<file path="config.mk">
export PLATFORM = sky130hd
export DESIGN_NAME = alu_pipeline
export DESIGN_NICKNAME = d
export VERILOG_FILES = /design/src/rtl/core_types_pkg.sv /design/src/rtl/alu.sv /design/src/rtl/alu_pipeline.sv
export SDC_FILE = /design/constraint.sdc
export NUM_CORES = 1
export LEC_CHECK = 0
export BUFFER_PORTS_ARGS = -buffer_cell sky130_fd_sc_hd__buf_2
export CAP_MARGIN = 20
export CORE_MARGIN = 3
export CORE_UTILIZATION = 50
export CTS_BUF_LIST = sky130_fd_sc_hd__clkbuf_8
export DETAILED_ROUTE_END_ITERATION = 16
export PLACE_DENSITY = 0.75
export SYNTH_ARGS = -nofsm -noshare
export SYNTH_HDL_FRONTEND = slang
export SYNTH_HIERARCHICAL = 1
export SYNTH_SLANG_ARGS = --single-unit
</file>
<file path="constraint.sdc">
create_clock -name CLK -period 8.85 [get_ports CLK]
set_clock_uncertainty 0.15 [all_clocks]
set_input_delay 1.3275 -clock CLK [delete_from_list [all_inputs] [get_ports CLK]]
set_output_delay 1.3275 -clock CLK [all_outputs]
set_load 0.01 [all_outputs]
</file>
<file path="src/rtl/core_types_pkg.sv">
// Shared core sizing constants and ALU op encodings, used by every execution pipeline.
package core_types_pkg;

  localparam int LOG_PR_COUNT       = 6;
  localparam int PRF_BANK_COUNT     = 4;
  localparam int LOG_PRF_BANK_COUNT = 2;

  typedef logic [3:0] alu_op_t;

  localparam alu_op_t ALU_ADD  = 4'b0000;
  localparam alu_op_t ALU_SUB  = 4'b1000;
  localparam alu_op_t ALU_SLL  = 4'b0001;
  localparam alu_op_t ALU_SLT  = 4'b0010;
  localparam alu_op_t ALU_SLTU = 4'b0011;
  localparam alu_op_t ALU_XOR  = 4'b0100;
  localparam alu_op_t ALU_SRL  = 4'b0101;
  localparam alu_op_t ALU_SRA  = 4'b1101;
  localparam alu_op_t ALU_OR   = 4'b0110;
  localparam alu_op_t ALU_AND  = 4'b0111;

  // One operand slot in operand collect: value plus whether it has arrived.
  typedef struct packed {
    logic [31:0] val;
    logic        done;
  } operand_t;

endpackage

</file>
<file path="src/rtl/alu.sv">
// Combinational 32-bit integer ALU, zero latency; unknown op codes produce 0.
module alu
  import core_types_pkg::*;
(
  input  alu_op_t     op,
  input  logic [31:0] A,
  input  logic [31:0] B,
  output logic [31:0] result
);

  always_comb begin
    result = '0;
    case (op)
      ALU_ADD:  result = A + B;
      ALU_SUB:  result = A - B;
      ALU_SLL:  result = A << B[4:0];
      ALU_SLT:  result = {31'd0, $signed(A) < $signed(B)};
      ALU_SLTU: result = {31'd0, A < B};
      ALU_XOR:  result = A ^ B;
      ALU_SRL:  result = A >> B[4:0];
      ALU_SRA:  result = $signed(A) >>> B[4:0];
      ALU_OR:   result = A | B;
      ALU_AND:  result = A & B;
      default:  result = '0;
    endcase
  end

endmodule

</file>
<file path="src/rtl/alu_pipeline.sv">
// OC/EX/WB ALU pipeline: issue at N gives WB_valid at N+3 when operands are ready.
// WB_ready low stalls WB, then EX, then OC; bubbles collapse and issue_ready drops only when OC cannot move.
module alu_pipeline #(
  parameter int LOG_PR_COUNT   = core_types_pkg::LOG_PR_COUNT,
  parameter int PRF_BANK_COUNT = core_types_pkg::PRF_BANK_COUNT
) (
  input  logic                                          CLK,
  input  logic                                          RST,
  input  logic                                          issue_valid,
  output logic                                          issue_ready,
  input  logic [3:0]                                    issue_op,
  input  logic                                          issue_is_imm,
  input  logic [31:0]                                   issue_imm,
  input  logic                                          issue_A_unneeded,
  input  logic                                          issue_A_forward,
  input  logic [core_types_pkg::LOG_PRF_BANK_COUNT-1:0] issue_A_bank,
  input  logic                                          issue_B_forward,
  input  logic [core_types_pkg::LOG_PRF_BANK_COUNT-1:0] issue_B_bank,
  input  logic [LOG_PR_COUNT-1:0]                       issue_dest_PR,
  input  logic [PRF_BANK_COUNT-1:0][31:0]               WB_data_by_bank,
  input  logic                                          A_reg_read_valid,
  input  logic [31:0]                                   A_reg_read_data,
  input  logic                                          B_reg_read_valid,
  input  logic [31:0]                                   B_reg_read_data,
  output logic                                          WB_valid,
  output logic [31:0]                                   WB_data,
  output logic [LOG_PR_COUNT-1:0]                       WB_PR,
  input  logic                                          WB_ready
);

  import core_types_pkg::*;

  logic                    oc_v, ex_v, wb_v;
  alu_op_t                 oc_op, ex_op;
  operand_t                oc_a, oc_b, a_in, b_in;
  logic [LOG_PR_COUNT-1:0] oc_dest, ex_dest, wb_pr;
  logic [31:0]             ex_a, ex_b, ex_result, wb_data, a_val, b_val;
  logic                    a_resp, b_resp, operands_done;
  logic                    wb_adv, ex_adv, oc_adv, accept, issue_fire;

  always_comb begin
    // Read responses only count for an occupied OC slot still waiting on that operand.
    a_resp        = oc_v & ~oc_a.done & A_reg_read_valid;
    b_resp        = oc_v & ~oc_b.done & B_reg_read_valid;
    a_val         = oc_a.done ? oc_a.val : A_reg_read_data;
    b_val         = oc_b.done ? oc_b.val : B_reg_read_data;
    operands_done = (oc_a.done | a_resp) & (oc_b.done | b_resp);

    wb_adv     = ~wb_v | WB_ready;
    ex_adv     = ex_v & wb_adv;
    oc_adv     = oc_v & operands_done & (~ex_v | ex_adv);
    accept     = ~oc_v | oc_adv;
    issue_fire = issue_valid & accept;

    a_in = '{val: 32'd0, done: 1'b0};
    if (issue_A_unneeded)     a_in = '{val: 32'd0, done: 1'b1};
    else if (issue_A_forward) a_in = '{val: WB_data_by_bank[issue_A_bank], done: 1'b1};

    b_in = '{val: 32'd0, done: 1'b0};
    if (issue_is_imm)         b_in = '{val: issue_imm, done: 1'b1};
    else if (issue_B_forward) b_in = '{val: WB_data_by_bank[issue_B_bank], done: 1'b1};
  end

  always_ff @(posedge CLK) begin
    if (RST) begin
      oc_v    <= 1'b0;
      oc_op   <= '0;
      oc_a    <= '0;
      oc_b    <= '0;
      oc_dest <= '0;
      ex_v    <= 1'b0;
      ex_op   <= '0;
      ex_a    <= '0;
      ex_b    <= '0;
      ex_dest <= '0;
      wb_v    <= 1'b0;
      wb_data <= '0;
      wb_pr   <= '0;
    end else begin
      if (issue_fire) begin
        oc_v    <= 1'b1;
        oc_op   <= issue_op;
        oc_a    <= a_in;
        oc_b    <= b_in;
        oc_dest <= issue_dest_PR;
      end else if (oc_adv) begin
        oc_v <= 1'b0;
      end else begin
        if (a_resp) oc_a <= '{val: A_reg_read_data, done: 1'b1};
        if (b_resp) oc_b <= '{val: B_reg_read_data, done: 1'b1};
      end

      if (oc_adv) begin
        ex_v    <= 1'b1;
        ex_op   <= oc_op;
        ex_a    <= a_val;
        ex_b    <= b_val;
        ex_dest <= oc_dest;
      end else if (ex_adv) begin
        ex_v <= 1'b0;
      end

      if (wb_adv) begin
        wb_v <= ex_v;
        if (ex_v) begin
          wb_data <= ex_result;
          wb_pr   <= ex_dest;
        end
      end
    end
  end

  alu u_alu (
    .op     (ex_op),
    .A      (ex_a),
    .B      (ex_b),
    .result (ex_result)
  );

  // Outputs are forced to their idle values while RST is high, before the registers clear.
  assign issue_ready = RST | accept;
  assign WB_valid    = wb_v & ~RST;
  assign WB_data     = RST ? 32'd0 : wb_data;
  assign WB_PR       = RST ? '0 : wb_pr;

endmodule

</file>
==> metrics.txt <==
period utilization 50.3%; Die Y between 150 and 200 µm; initial antenna violation count 10; Final Setup Violations 0; synthesized area about 19000 µm²; Final ANT Viol Nets 0; CP peak stage delay 570 ps; Least-Margin Pin Slew between 1000 and 1500 ps; multi-input logic area between 10000 and 15000 µm²; CTS tree yes; RSZ-0062 raised after global routing false; Synth Warn # 6; Crit-path slowest cell ha_1; post-route DRC violation count 0; Worst EP arrival 4760 ps; Final min period between 4000 and 5000 ps; crit-path cells buf_4, inv_1, ha_1, nand2_1, a211oi_2, o2111ai_2, a311oi_2, a221oi_2, o41ai_1, a21oi_1, o21bai_1, o211ai_1, nand2_1, a21oi_1; Crit Path Category register to register; PortBufs 287; Root Driver clkbuf_8; routability cong. 1.03; syn_area_per_cell 7.84 µm²; Die Width 199 µm; GRT Util Overall 37.4%; hold crit path type register to register; I/O Pins around 290; Filler cells about 3500; commonest cells after routing, fill and taps aside nor2_1 (338), buf_2 (286), a21oi_1 (220), nand2_1 (219), dfxtp_1 (182); Final #Nets about 2900; Synth Instances 2372; clk sink count 191; MaxCap Viol Count 0; commonest non-fill, non-tap cell in the layout nor2_1; pwr dens approximately 130 nW/µm²; clock transition at the registers of the reported paths 130 ps; WHS between 300 and 400 ps; Slew Viols, Final 0; core area 36100 µm²; Slew headroom a little under a third; Primary FF master, synth dfxtp_1; final hold vios 0; P_leak 7.80 nW; Final Power 0.00267 W; Post-synth EDFFs 0; share of cells above drive strength 1 20.6%; Vias a little under 20000; hold buffer count at CTS 0; Peak Freq 0.225 GHz; sequential fraction of the synthesis area 20.6%; Crit path required time 9160 ps; Worst-Skew Late Latency 520 ps; total wire length 76300 µm; drt initial violations between 2000 and 2500; Layout area overhead 10.1%; Worst Path Max Fanout 52; Initial Util between 50% and 60%; startpoint types register; status finished, final reports clean; Vias/cell 6.62; largest net degree at the start of global routing 115; Worst setup EP type register; setup tns final 0 ps; number of global-route vias before repair 18408; post-DP HPWL approximately 59000 µm; FFs w/ async S/R, synth 0%; WL per Instance 25.5 µm; Die ar. ~40000 µm²; Clock Path Buffers 2; global-route wire length before repair 112000 µm; CTS H-tree depth 4; Synth Net Count 2719; Rows 69; total global routing overflow 0; Post-CTS Repair Setup Buffers 0; # resized after CTS 0; Initial DRT Pass Iterations 8; Max VDD drop 0.0885 mV; Yosys reg bits 191; register area 3840 µm²; Num CTS Buffers 17; Distinct cells, synth 94
==> synth_stat cells, types with 7 or more instances <==
cell | n | share of area, %
nor2_1 | 339 | 6.8
a21oi_1 | 220 | 5.9
nand2_1 | 219 | 4.4
dfxtp_1 | 191 | 21
clkbuf_1 | 114 | 2.3
nor3_1 | 109 | 2.9
mux2i_1 | 107 | 5.8
mux4_2 | 106 | 13
a211oi_1 | 103 | 4.2
inv_1 | 98 | 2.0
ha_1 | 97 | 6.5
o21ai_0 | 93 | 2.5
nor4_1 | 72 | 2.4
nor2b_1 | 55 | 1.9
buf_2 | 53 | 1.4
a22o_1 | 36 | 1.7
buf_1 | 23 | 0.46
nand3_1 | 18 | 0.48
o211ai_1 | 18 | 0.73
o21bai_1 | 18 | 0.73
o22ai_1 | 17 | 0.57
a21o_1 | 13 | 0.53
nand2b_1 | 13 | 0.44
o31ai_1 | 13 | 0.53
buf_4 | 12 | 0.48
o221ai_1 | 12 | 0.57
a211o_1 | 10 | 0.47
a31oi_1 | 10 | 0.34
xnor2_1 | 10 | 0.47
a221oi_1 | 9 | 0.42
a221o_1 | 8 | 0.43
o2111ai_1 | 8 | 0.38
buf_6 | 7 | 0.42
o21a_1 | 7 | 0.28
or3_1 | 7 | 0.24
==> power by group <==
part           switching [W]  internal, W  leakage (nW)
registers          0.0000760     0.000915          1.57
logic               0.000647     0.000423          6.03
clock network       0.000383     0.000226         0.206
total                0.00111      0.00156          7.80
==> layer usage <==
layer / routed length [µm] / track usage (%)
met1: 29600 / 48.0
met2: 34100 / 57.8
met3: 8300 / 9.87
met4: 4370 / 19.5
met5: 0 / 0
==> state kept, by name, indices dropped and copies added (netlist names) <==
signal	count
ex_dest	6
wb_v	1
wb_data	32
ex_op	4
oc_op	4
oc_b	33
wb_pr	6
ex_a	32
ex_v	1
oc_dest	6
oc_v	1
oc_a	33
ex_b	32
==> layout make-up <==
| class | count | share of cell area [%] |
|---|---|---|
| inverters | 100 | 1.83 |
| flip-flops and latches | 191 | 18.8 |
| clock inverters | 13 | 0.685 |
| well taps | 461 | 2.82 |
| clock buffers | 19 | 1.28 |
| multi-input cells | 1872 | 65.8 |
| diodes | 10 | 0.122 |
| repair buffers | 328 | 8.65 |
==> worst max-delay path: cells and delay by family, from the launching register on <==
kind / cells / cell delay [ps]
AOI/OAI and AO/OA: 9 / 2220
buffers and inverters: 2 / 870
adders and majority gates: 1 / 570
DFF: 1 / 340
and+or+nand+nor: 2 / 220
==> logic make-up after synthesis <==
group,share of synthesized area (%)
DFF,20.6
AOI/OAI and AO/OA,24.4
muxes,19.5
adders and majority gates,6.74
buffers and inverters,7.12
and+or+nand+nor,21.2
xor gates and xnor gates,0.471
==> final timing paths <==
path                                  from           to  slack, ps  depth (start not counted)
worst max-delay path               ex_b[4]  wb_data[28]       4400                         14
worst min-delay path            ex_dest[4]     wb_pr[4]        310                          2
worst max register to register     ex_b[4]  wb_data[28]       4400                         14
worst min register to register  ex_dest[4]     wb_pr[4]        310                          2
==> stage by stage <==
stage               area, µm²  instances  util, %  setup slack [ps]
floorplan               18600       2372        -              4780
global placement        20000       2951     55.5              4590
detailed placement      20000       2951     55.5              4530
CTS                     20400       2983     56.6              4470
global route            20500       2993     56.7              4130
finish                  20500       2994     56.7              4400
Note: power is estimated with default switching activity, not from simulation.
